$ cat src/rtl/risc_ctrl_fsm.sv
// Multi-cycle control FSM for a tiny 8-bit accumulator-style RISC core.
// It fetches byte instructions, drives an external ALU and owns four 8-bit registers.
module risc_ctrl_fsm #(
    parameter logic [7:0] RESET_PC = 8'h00
) (
    input  logic       clk,
    input  logic       rst,
    output logic       instr_req,
    output logic [7:0] instr_addr,
    input  logic       instr_ack,
    input  logic [7:0] instr_data,
    output logic [2:0] alu_control,
    output logic [7:0] alu_a,
    output logic [7:0] alu_b,
    input  logic [7:0] alu_result,
    output logic       wb_valid,
    output logic [1:0] wb_addr,
    output logic [7:0] wb_data,
    output logic       halted
);

    localparam logic [2:0] S_FETCH  = 3'd0;
    localparam logic [2:0] S_DECODE = 3'd1;
    localparam logic [2:0] S_EXEC   = 3'd2;
    localparam logic [2:0] S_IMM    = 3'd3;
    localparam logic [2:0] S_WB     = 3'd4;
    localparam logic [2:0] S_HALT   = 3'd5;

    localparam logic [2:0] OP_NOT  = 3'b100;
    localparam logic [2:0] OP_LDI  = 3'b101;
    localparam logic [2:0] OP_JMP  = 3'b110;
    localparam logic [2:0] OP_HALT = 3'b111;

    logic [2:0] state;
    logic [2:0] state_next;
    logic [7:0] pc;
    logic [7:0] ir;
    logic [7:0] result;
    logic [7:0] regs [0:3];

    logic [2:0] opcode;
    logic [1:0] rd;
    logic [1:0] rs;
    logic       is_alu_op;
    logic       unused_ir_bit;

    assign opcode        = ir[7:5];
    assign rd            = ir[4:3];
    assign rs            = ir[2:1];
    assign unused_ir_bit = ir[0];
    assign is_alu_op     = (opcode <= OP_NOT);

    always_comb begin
        // NOTE: default assignment first, so every path drives state_next and no latch is inferred.
        state_next = state;
        case (state)
            S_FETCH: begin
                if (instr_ack) state_next = S_DECODE;
            end
            S_DECODE: begin
                if (is_alu_op)                                  state_next = S_EXEC;
                else if (opcode == OP_LDI || opcode == OP_JMP)  state_next = S_IMM;
                else                                            state_next = S_HALT;
            end
            S_EXEC:  state_next = S_WB;
            S_IMM: begin
                if (instr_ack) state_next = (opcode == OP_LDI) ? S_WB : S_FETCH;
            end
            S_WB:    state_next = S_FETCH;
            S_HALT:  state_next = S_HALT;
            default: state_next = S_FETCH;
        endcase
    end

    always_ff @(posedge clk) begin
        if (rst) begin
            // NOTE: non-blocking (<=) for all sequential state, so every register sees pre-edge values.
            state       <= S_FETCH;
            pc          <= RESET_PC;
            ir          <= '0;
            result      <= '0;
            alu_control <= '0;
            alu_a       <= '0;
            alu_b       <= '0;
            // NOTE: the register file is only four flops and must read as zero after reset,
            // so it is cleared here; a RAM-backed file would not be reset this way.
            for (int i = 0; i < 4; i++) regs[i] <= '0;
        end else begin
            state <= state_next;
            case (state)
                S_FETCH: begin
                    if (instr_ack) begin
                        ir <= instr_data;
                        pc <= pc + 8'd1;
                    end
                end
                S_DECODE: begin
                    if (is_alu_op) begin
                        alu_control <= opcode;
                        alu_a       <= regs[rd];
                        alu_b       <= regs[rs];
                    end
                end
                S_EXEC: begin
                    result <= alu_result;
                end
                S_IMM: begin
                    if (instr_ack) begin
                        // A jump target overrides the operand-byte increment.
                        if (opcode == OP_JMP) pc <= instr_data;
                        else                  pc <= pc + 8'd1;
                        if (opcode == OP_LDI) result <= instr_data;
                    end
                end
                S_WB: begin
                    regs[rd] <= result;
                end
                default: begin
                end
            endcase
        end
    end

    // Bus and writeback strobes are forced low while reset is held.
    assign instr_req  = !rst && (state == S_FETCH || state == S_IMM);
    assign instr_addr = pc;
    assign wb_valid   = !rst && (state == S_WB);
    assign wb_addr    = rd;
    assign wb_data    = result;
    assign halted     = !rst && (state == S_HALT);

endmodule
$ cat config.mk
export PLATFORM = sky130hd
export DESIGN_NAME = risc_ctrl_fsm
export DESIGN_NICKNAME = d
export VERILOG_FILES = /design/src/rtl/risc_ctrl_fsm.sv
export SDC_FILE = /design/constraint.sdc
export NUM_CORES = 1
export LEC_CHECK = 0
export CORE_AREA = 2 2 91 93
export DETAILED_ROUTE_END_ITERATION = 16
export DIE_AREA = 0 0 93 95
export PLACE_DENSITY = 0.78
export RECOVER_POWER = 100
export SKIP_CTS_REPAIR_TIMING = 1
export SYNTH_ARGS = -nofsm -noshare
export SYNTH_HDL_FRONTEND = slang
export SYNTH_SLANG_ARGS = --single-unit
$ cat constraint.sdc
create_clock -name clk -period 1.6 [get_ports clk]
set_input_delay 0.48 -clock clk [delete_from_list [all_inputs] [get_ports clk]]
set_output_delay 0.48 -clock clk [all_outputs]
set_load 0.01 [all_outputs]
Word level (Yosys, flattened, before mapping)
Memories as Yosys holds them, arrays and structs flattened. A register that Yosys moved wholly into a read port is not among the register bits.
Cells that the tools add are included.
- logic and storage cells: 54
- memories: 1
- flip-flop bits (word level): 30
- latch bits: 0
- output and inout bits: 40
- memory bits (read-only): 0
- memory bits (writable): 32
- input bits: 19
- memories (memory ; words ; bits a word ; read ports ; clocked after Yosys merged registers in ; wr ports ; RTL line ; source):
    regs ; 4 ; 8 ; 2 ; 2 ; 4 ; 39 ; logic [7:0] regs [0:3];
- muxes and demuxes: 21
- multiply operators: 0
- bitwise gates (word level): 0
- equal/unequal tests: 10
- shifts and indexed selects: 0
- add/subtract/negate cells: 1
- order comparisons: 1
- reductions and logical operators: 15
- div/mod/pow operators: 0
- operators by type and width (kind ; count):
    $mux W8 ; 6
    $pmux W8 S2 ; 2
    $mux W3 ; 5
    $pmux W3 S5 ; 1
    $eq A3 B3 Y1 const B ; 4
    $add A8 B1 Y8 const B ; 1
    $reduce_or A8 Y1 ; 1
    $eq A3 B2 Y1 const B ; 2
    $mux W1 ; 6
    $ne A2 B2 Y1 const B ; 3
    $reduce_and A2 Y1 ; 3
    $reduce_and A3 Y1 ; 2
    $reduce_bool A2 Y1 ; 2
    $eq A3 B1 Y1 const B ; 1
    $le A3 B3 Y1 const B ; 1
    $logic_and A1 B1 Y1 ; 3
    $logic_not A3 Y1 ; 1
    $logic_or A1 B1 Y1 ; 2
    $mux W2 ; 1
    $logic_not A1 Y1 ; 1

Longest topological paths before layout
Gate-level depths: netlist of the first run.
- depth after elaboration: 6
- mapped depth: 7
- gate-level depth less buffers: 5

Worst setup path after synthesis of the first run
No wires, ideal clock.
- path kind: input-to-reg
- from: input rst
- to: memory regs[0][0] (enable)
- path slack: -0.062 ns
- data arrival time: 1.353 ns
- library setup time: 0.309 ns
- required time: 1.291 ns
- buffers on the path: 1
- cell stages on the path: 5
- cell sequence: buf_2 inv_1 nand3_1 nor3_2 or2_2
- RTL lines (element ; RTL line ; source):
    from (decl) ; 7 ; input logic rst,
    to (decl) ; 39 ;

Worst setup path after layout of the first run
- from: register state[1]
- to: output instr_req
- cells in the longest elaborated chain, start to end: 3
- elaborated cells on any way between the ends: 4
- classes of those cells: eq/ne: 1; reduce/logical: 3
- RTL lines (element ; RTL line ; source):
    from (decl) ; 34 ; logic [2:0] state;
    from (signal assigned) ; 89 ; state <= state_next;
    $eq A3 B2 Y1 or $logic_not A3 Y1 (tied branches) ; 125 ; assign instr_req = !rst && (state == S_FETCH || state == S_IMM);
    $logic_or A1 B1 Y1 * ; 125 ;
    $logic_and A1 B1 Y1 * ; 125 ;
    to (decl) ; 8 ; output logic instr_req,
Every way passes the cells marked *; elsewhere a longest branch is shown, timed or not.

==> metrics.cfg, run 1 <==
[critical_path]
cpMaxStageDelayCell=dfxtp_2
r2r_start=state[0]
crit_required_ps=1120
cp_cell_sequence=xnor2_2 -> nand2_2 -> nor2_2 -> buf_2
r2r_cells=6
critPathMaxStageDelay_ps=350
critical_path_arrival_ps=1280
critical_path_class=register to primary output
critPathMaxFanout=3
crit-reg2reg-capture=ir[6]
endpoint_kind=primary output
cp-start-kind=register
r2r_slack_ps=-90

[clock_tree]
clock_path_buffers=2
path_clk_slew_ps=100
clock-sinks=77
htree_levels=3
cts_tree=built
insertion_delay_ps=370
numCtsBuffers=9
cts_root_buf=clkbuf_8

[place]
post-dp-hpwl_um=6930
placed_cell_area_um2=4760
io_buffers=58
place.gp.congestion=0.971

[run]
drv_cap=0

[logic_synthesis]
yosysTopAreaCellShare_pct=25.4
avgSynthCellArea_um2=10.4
yosysTopAreaCell=edfxtp_1
synthCells=365
synth_cell_type_count=48
ys_seq_elements=77
synth.area.top_cells=edfxtp_1, dfxtp_1, mux4_2, and2_1, nand2_1
synth_ff_type=dfxtp_1
async_flop_share_pct=0
synth_edf_count=32
syn-cell-area_um2=3790
synth_nets=385
ys_seq_area_share_pct=49.2
yosysWarnings=0

[worst_hold_path]
hold_path_class=register to register
hold_depth=2
hold_end=alu_b[7]
worstHoldStart=alu_b[7]

[detailed_routing]
wire_per_inst_um=17.2
routed_wl_um=9850
vias_per_cell=5.55
firstDrtPassIters=6
antenna_left=0
drt-initial-drc-count=175
drc=0
num_vias=3180

[final_layout]
fin_area_um2=5190
fill_cells=622
mostFrequentLayoutCells=buf_4, dlymetal6s2s_1, nand2_1
n_antenna_cell=0
seqCellArea_um2=1880
multiInputGateArea_um2=1830
mostFrequentLayoutCell=buf_4
layout-drive-gt1-share_pct=29.7
syn2layout_area_growth_pct=37.2
final_nets=483

[sta]
max_slew_margin_pct=69.7
setup_ws_ps=-157
hold_ws_ps=458
hold_viol=0
period_minus_slack_ps=1760
fin_crit_sh_pct=110
rsz0062_at_grt=yes
drv_slew=0
setup_violations=24
skew_ps=14.6
fmax_mhz=569
tightest_slew_ps=451
fin_setup_tns_ps=-1050

[die]
fp.dieH_um=95
start_util_pct=47.8
coreArea_um2=7930
rows=33
die_w_um=93
dieArea_um2=8840
io_pins=59

[pwr]
finalPower_mw=4.33
cellPowerDensity_nw_per_um2=833
leakage_nw=2.57
peakVddDrop_mv=0.529

[grt]
grt_pass1_wl_um=15300
grt_max_degree=34
antenna_found_initial=0
overflow=0
grt_usage_pct=22.8
grt_pass1_vias=3083

[run_status]
violations=setup timing
status=finished with violations

cell type report:
cell class              count  area share [%]
repair buffers            115            21.9
clock buffers               9            2.38
multi-input cells         252            35.3
flip-flops and latches     77            36.1
well taps                 105            2.53
inverters                   8           0.578
clock inverters             7            1.20
synthesized netlist by cell type (2+ instances only):
cell type  count
mux2i_1        8
o21ai_0       20
nor2_1        22
nand2_2       11
or3_1          2
nor3_2         2
a32o_1         2
clkbuf_1      10
nand3_1        8
a41o_1         2
a22oi_1        2
mux4_2        16
or2_2          2
o21a_1         2
and3_1        11
nor3_1        22
buf_4          2
edfxtp_1      32
buf_2          9
a31oi_1        2
a311oi_1       2
buf_6          6
nand2_1       39
inv_1          8
o32ai_1        3
dfxtp_1       45
nor4b_1        2
a21oi_1       22
and2_1        32
worst max path at each step:
stage	slack, ps	to	cells after the start	startpoint
detailed placement	-750	halted	4	rst
finish	-160	instr_req	4	state[1]
global placement	-730	halted	4	rst
floorplan	0.09	regs[0][0]	5	rst
global route	-200	wb_valid	5	state[1]
CTS	-760	instr_req	4	state[1]
where the power goes:
| part | total [mW] | switching, mW | internal [mW] |
|---|---|---|---|
| combinational | 0.701 | 0.335 | 0.366 |
| clock | 1.44 | 0.838 | 0.598 |
| sequential | 2.19 | 0.0669 | 2.12 |
logic make-up (layout without fill, tap and decap cells):
kind of cell | after synthesis | in the layout | share of synthesized area [%]
simple gates | 164 | 164 | 23.2
flops | 77 | 77 | 49.2
compound gates | 60 | 60 | 9.58
buf+inv | 36 | 139 | 5.25
mux | 26 | 26 | 12.2
fa+ha+maj | 1 | 1 | 0.330
xor+xnor | 1 | 1 | 0.231
state kept, by name, indices dropped and copies added (netlist names):
signal       flops
alu_a            8
wb_data          8
alu_control      3
regs            32
ir               7
alu_b            8
instr_addr       8
state            3
layer usage:
| metal | GRT usage (%) | routed length (µm) | part of all wire [%] | vias to the layer above |
|---|---|---|---|---|
| li1 | - | - | - | 1515 |
| met3 | 5.59 | 522 | 5.3 | 26 |
| met2 | 38.8 | 5020 | 51 | 108 |
| met4 | 10.2 | 272 | 2.8 | 0 |
| met1 | 27.7 | 4030 | 41 | 1531 |
| met5 | 0 | 0 | 0 | - |
worst max-delay path, delay by kind of cell, from the launching register on:
family,cells,cell delay (ps)
XOR/XNOR,1,210
buffers and inverters,1,140
flip-flops,1,350
AND/OR/NAND/NOR,2,210
per-stage QoR:
stage	setup slack, ps	std cells	utilization [%]
finish	-157	573	65.5
global route	-197	573	65.5
CTS	-758	568	62.4
global placement	-733	552	60.1
detailed placement	-750	552	60.1
floorplan	0.0909	365	-
(Power assumes the default switching activity.)
==> inputs of run 2 (changes only) <==
--- a/config.mk
+++ b/config.mk
@@ -10,7 +10,7 @@
 export DIE_AREA = 0 0 93 95
 export PLACE_DENSITY = 0.78
 export RECOVER_POWER = 100
-export SKIP_CTS_REPAIR_TIMING = 1
+export SETUP_SLACK_MARGIN = 0.3
 export SYNTH_ARGS = -nofsm -noshare
 export SYNTH_HDL_FRONTEND = slang
 export SYNTH_SLANG_ARGS = --single-unit
==> run 2 against run 1 <==
Net effect: critical path depth unchanged; the flow still finishes with violations (setup timing); final area increased by 23%; global-route usage increased by 5.0 points; die area unchanged; clock-buffer cell count unchanged; critical endpoint is now wb_valid; largest power group unchanged; largest cell class is now multi-input combinational cells.
==> metrics.cfg, run 2 (same netlist as run 1, synthesis figures left out) <==
[detailed_routing]
num_vias=3772  ; +19%
vias_per_cell=6.07  ; +9.4%
routed_wl_um=14400  ; +47%
firstDrtPassIters=5  ; -1
antenna_left=0  ; unchanged
drc=0  ; unchanged
drt-initial-drc-count=249  ; +42%
wire_per_inst_um=23.3  ; +35%

[critical_path]
crit_required_ps=1120  ; about the same
r2r_start=state[0]
critical_path_class=register to primary output
critPathLaunch=state[1]
endpoint_kind=primary output
critPathMaxFanout=4  ; +1
critical_path_arrival_ps=1260  ; -20 ps
cp-start-kind=register

[sta]
tightest_slew_ps=444  ; -7.49 ps
setup_violations=35  ; +46%
period_minus_slack_ps=1740  ; -13.1 ps
fin_setup_tns_ps=-1970  ; -920 ps
fmax_mhz=573  ; +0.75%
hold_viol=0  ; unchanged
hold_ws_ps=466  ; +7.81 ps
fin_crit_sh_pct=109  ; -0.82 points
setup_ws_ps=-144  ; +13.1 ps
drv_slew=0  ; unchanged
skew_ps=10.7  ; -3.86 ps
max_slew_margin_pct=70.4  ; +0.69 points
rsz0062_at_grt=yes

[final_layout]
final_core_util_pct=80.7  ; +15 points
n_antenna_cell=0  ; unchanged
max_flop_register=regs
layout-drive-gt1-share_pct=70.2  ; +40 points
largest_reg_flops=32  ; unchanged
syn2layout_area_growth_pct=68.9
final_nets=531  ; +9.9%
mostFrequentLayoutCell=buf_6
mostFrequentLayoutCells=buf_6, buf_4, edfxtp_1

[die]
rows=33  ; unchanged
io_pins=59  ; unchanged
dieArea_um2=8840  ; unchanged
die_w_um=93  ; unchanged
fp.dieH_um=95  ; unchanged
coreArea_um2=7930  ; unchanged
start_util_pct=47.8  ; unchanged

[grt]
grt_pass1_wl_um=18600  ; +21%
grt_max_degree=25  ; -26%
grt_usage_pct=27.9  ; +5.0 points
antenna_found_initial=0  ; unchanged
overflow=0  ; unchanged
grt_pass1_vias=3631  ; +18%

[worst_hold_path]
hold_path_class=register to register
worstHoldStart=alu_b[2]

[pwr]
leakage_nw=2.57  ; about the same
peakVddDrop_mv=0.454  ; -14%
cellPowerDensity_nw_per_um2=752  ; -9.7%

[clock_tree]
insertion_delay_ps=380  ; about the same
cts_root_buf=clkbuf_8
numCtsBuffers=9  ; unchanged
clock-sinks=77  ; unchanged
cts_tree=built
path_clk_slew_ps=100  ; about the same
clock_path_buffers=2  ; unchanged
htree_levels=3  ; unchanged

[place]
io_buffers=58  ; unchanged
post-dp-hpwl_um=7320  ; +5.6%
pre_cts_ws_ps=-369  ; +381 ps
place.gp.congestion=0.951  ; -2.1%

[run]
drv_cap=0  ; unchanged

[run_status]
violations=setup timing
status=finished with violations

[run 2: changes by cell type in the layout (fill, tap and decap cells not counted), moves of 20 or more]
cell	delta
nand2_4	+23
and2_1	-23
buf_6	+62
dfxtp_2	+22
a21oi_1	-20
dfxtp_1	-34
and2_4	+23
nand2_1	-25
dlymetal6s2s_1	-39
[run 2: what timing repair did]
action | 4_1_cts | 5_1_grt
hold buffers | 0 | 0
gates cloned | 4 | 0
gates resized for setup | 339 | 121
setup buffers | 31 | 20
pin swaps | 55 | 45
setup endpoints to repair | 140 | 143
[run 2: per-stage QoR]
step,area [µm²],power [mW],cells
after CTS,5810,4.54,601
after detailed placement,4840,2.92,550
after global routing,6400,4.94,621
after floorplan,3930,2.62,365
after global placement,4840,2.89,550
final,6400,4.81,621
[run 2: routing by layer]
layer,global-route usage (%),wire length (µm),up-vias
li1,-,-,1621
met1,31.5,5000,1860
met2,51.8,7700,233
met3,3.99,991,58
met4,13.1,752,0
met5,0,0,-
[run 2: worst paths after layout]
check                                     end  slack (ps)  depth (start not counted)
worst min register to register       alu_b[2]         470                          2
worst min-delay path                 alu_b[2]         470                          2
worst max register to register  instr_addr[0]        -120                          6
worst max-delay path                 wb_valid        -140                          4
[run 2: cell type report]
cell class / instances / area (µm²)
clock buffers: 9 / 124
repair buffers: 163 / 1690
multi-input cells: 252 / 2400
fillers: 414 / 1530
inverters: 8 / 37.5
well taps: 105 / 131
clock inverters: 7 / 66.3
flip-flops and latches: 77 / 1950
[run 2: critical path, stage by stage (launching register included)]
cell	delay, ps
dfxtp_4	390
nor2_4	190
nand3_4	120
inv_4	100
buf_6	100
[run 2: report_power, final]
part	internal [mW]	switching, mW	leakage (nW)
Clock	0.595	0.874	0.0896
Combinational	0.597	0.537	1.76
Sequential	2.12	0.0884	0.720
Total	3.31	1.50	2.57
==> inputs of run 3 (changes only) <==
--- a/config.mk
+++ b/config.mk
@@ -5,10 +5,12 @@
 export SDC_FILE = /design/constraint.sdc
 export NUM_CORES = 1
 export LEC_CHECK = 0
-export CORE_AREA = 2 2 91 93
+export CELL_PAD_IN_SITES_DETAIL_PLACEMENT = 1
+export CELL_PAD_IN_SITES_GLOBAL_PLACEMENT = 1
+export CORE_AREA = 2 2 118 120
 export DETAILED_ROUTE_END_ITERATION = 16
-export DIE_AREA = 0 0 93 95
-export PLACE_DENSITY = 0.78
+export DIE_AREA = 0 0 120 122
+export PLACE_DENSITY = 0.6
 export RECOVER_POWER = 100
 export SETUP_SLACK_MARGIN = 0.3
 export SYNTH_ARGS = -nofsm -noshare
==> constraint.sdc (replaced) <==
create_clock -name clk -period 1.7 [get_ports clk]
set_input_delay 0.51 -clock clk [delete_from_list [all_inputs] [get_ports clk]]
set_output_delay 0.51 -clock clk [all_outputs]
set_load 0.01 [all_outputs]
==> run 3 against run 2 <==
Net effect: the flow now finishes without violations; final area is 4.8% lower; wire length down 13%; sequential power down 6%; total power up 6.7%; critical path depth unchanged; clock power grew 48%; register-to-register slack better by 200 ps; critical endpoint is now instr_req; largest power group is now the clock network.
==> metrics.cfg, run 3 (same netlist as run 1, synthesis figures left out) <==
[run]
drv_cap=0  ; unchanged

[detailed_routing]
routed_wl_um=12600  ; -13%
drc=0  ; unchanged
firstDrtPassIters=4  ; -1
wire_per_inst_um=18.8  ; -19%
vias_per_cell=4.94  ; -19%
num_vias=3322  ; -12%
drt-initial-drc-count=119  ; -52%
antenna_left=0  ; unchanged

[die]
io_pins=59  ; unchanged
rows=43  ; +30%
dieArea_um2=14600  ; +66%
die_w_um=120  ; +29%
coreArea_um2=13500  ; +70%
start_util_pct=28.0  ; -20 points
fp.dieH_um=122  ; +28%

[grt]
overflow=0  ; unchanged
grt_max_degree=29  ; +16%
grt_pass1_vias=3617  ; -0.39%
grt_usage_pct=17.3  ; -11 points
antenna_found_initial=0  ; unchanged
grt_pass1_wl_um=19300  ; +4.0%

[final_layout]
syn2layout_area_growth_pct=60.9
mostFrequentLayoutCell=buf_4
layout-drive-gt1-share_pct=64.7  ; -5.4 points
n_antenna_cell=0  ; unchanged
fin_area_um2=6090  ; -4.8%
max_flop_register=regs
mostFrequentLayoutCells=buf_4, buf_2, edfxtp_1
final_nets=508  ; -4.3%
largest_reg_flops=32  ; unchanged
fill_cells=1443  ; +250%

[sta]
hold_viol=0  ; unchanged
setup_violations=0  ; -100%
hold_ws_ps=454  ; -11.5 ps
max_slew_margin_pct=68.3  ; -2.1 points
fmax_mhz=590
tightest_slew_ps=475  ; +31.1 ps
rsz0062_at_grt=yes
fin_setup_tns_ps=0  ; +1970 ps
fin_crit_sh_pct=99.6
drv_slew=0  ; unchanged
skew_ps=6.62  ; -4.13 ps
period_minus_slack_ps=1690
setup_ws_ps=6.25  ; +150 ps

[critical_path]
r2r_slack_ps=80  ; +200 ps
crit-reg2reg-capture=instr_addr[6]
critical_path_arrival_ps=1180  ; -80 ps
critPathMaxFanout=4  ; unchanged
crit_required_ps=1190  ; +70 ps
cp-start-kind=register
r2r_start=state[0]
endpoint=instr_req
critPathLaunch=state[1]
critical_path_class=register to primary output
endpoint_kind=primary output
r2r_cells=6  ; unchanged

[worst_hold_path]
hold_depth=2  ; unchanged
hold_path_class=register to register

[place]
io_buffers=58  ; unchanged
post-dp-hpwl_um=8120  ; +11%
pre_cts_ws_ps=-434  ; -64.8 ps
placed_cell_area_um2=4890  ; +1.2%
place.gp.congestion=0.824  ; -13%

[run_status]
status=finished clean

[clock_tree]
htree_levels=3  ; unchanged
clock_path_buffers=2  ; unchanged
path_clk_slew_ps=60  ; -40 ps
numCtsBuffers=9  ; unchanged
cts_root_buf=clkbuf_16
insertion_delay_ps=350  ; -30 ps
cts_tree=built
clock-sinks=77  ; unchanged

[pwr]
finalPower_mw=5.14  ; +6.7%
peakVddDrop_mv=0.352  ; -22%
leakage_nw=2.46  ; -4.4%
cellPowerDensity_nw_per_um2=843  ; +12%

==> run 3: cell types whose count changed in the layout (fill, tap and decap cells not counted), sizes merged <==
cell and change:
buf -24, clkbuf +3, bufinv +2, bufbuf -1, clkinv -1, clkinvlp -1
dlygate4sd2 -1, inv -1, nand2b +1
==> run 3: area by class of cell <==
cell class | instances | area, µm² | area share (%)
clock buffers | 10 | 239 | 3.92
clock inverters | 6 | 93.8 | 1.54
inverters | 8 | 37.5 | 0.616
multi-input cells | 253 | 2340 | 38.3
flip-flops and latches | 77 | 1930 | 31.7
well taps | 180 | 225 | 3.70
repair buffers | 139 | 1230 | 20.1
==> run 3: worst min path at each step <==
| stage | to | slack [ps] | start |
|---|---|---|---|
| floorplan | alu_a[4] | 480 | alu_a[4] |
| global placement | alu_b[6] | 450 | alu_b[6] |
| detailed placement | alu_a[4] | 450 | alu_a[4] |
| CTS | alu_a[3] | 450 | alu_a[3] |
| global route | alu_a[4] | 470 | alu_a[4] |
| finish | alu_a[4] | 450 | alu_a[4] |
==> run 3: through the flow <==
stage          util (%)  std cells
3_3_place_gp       36.2        619
6_report           45.1        673
2_1_floorplan         -        365
5_1_grt            45.1        673
3_5_place_dp       36.2        619
4_1_cts            41.3        655
==> run 3: power by group <==
| part | switching (mW) | internal (mW) | total [mW] | leakage (nW) |
|---|---|---|---|---|
| Sequential | 0.0802 | 2.00 | 2.08 | 0.717 |
| Clock | 0.831 | 1.34 | 2.17 | 0.160 |
| Combinational | 0.427 | 0.458 | 0.885 | 1.58 |
| Total | 1.34 | 3.80 | 5.14 | 2.46 |
==> run 3: routing by layer <==
layer | track usage (%) | vias up | wire, µm
li1 | - | 1567 | -
met1 | 19.6 | 1645 | 5210
met2 | 30.7 | 81 | 6530
met3 | 3.65 | 29 | 456
met4 | 8.75 | 0 | 438
met5 | 0 | - | 0
==> run 3: worst max-delay path, cell delays in order, from the launching register on <==
cell and delay [ps]:
dfxtp_4 380, xnor2_4 180, nand2_2 90, nor2_4 90
buf_6 100
==> run 3: what timing repair did <==
| action | 4_1_cts | 5_1_grt |
|---|---|---|
| resized for setup | 275 | 101 |
| pin swaps | 42 | 55 |
| endpoints found under the setup margin | 118 | 95 |
| hold buffers | 0 | 0 |
| gates cloned | 2 | 3 |
| buffers inserted | 18 | 15 |
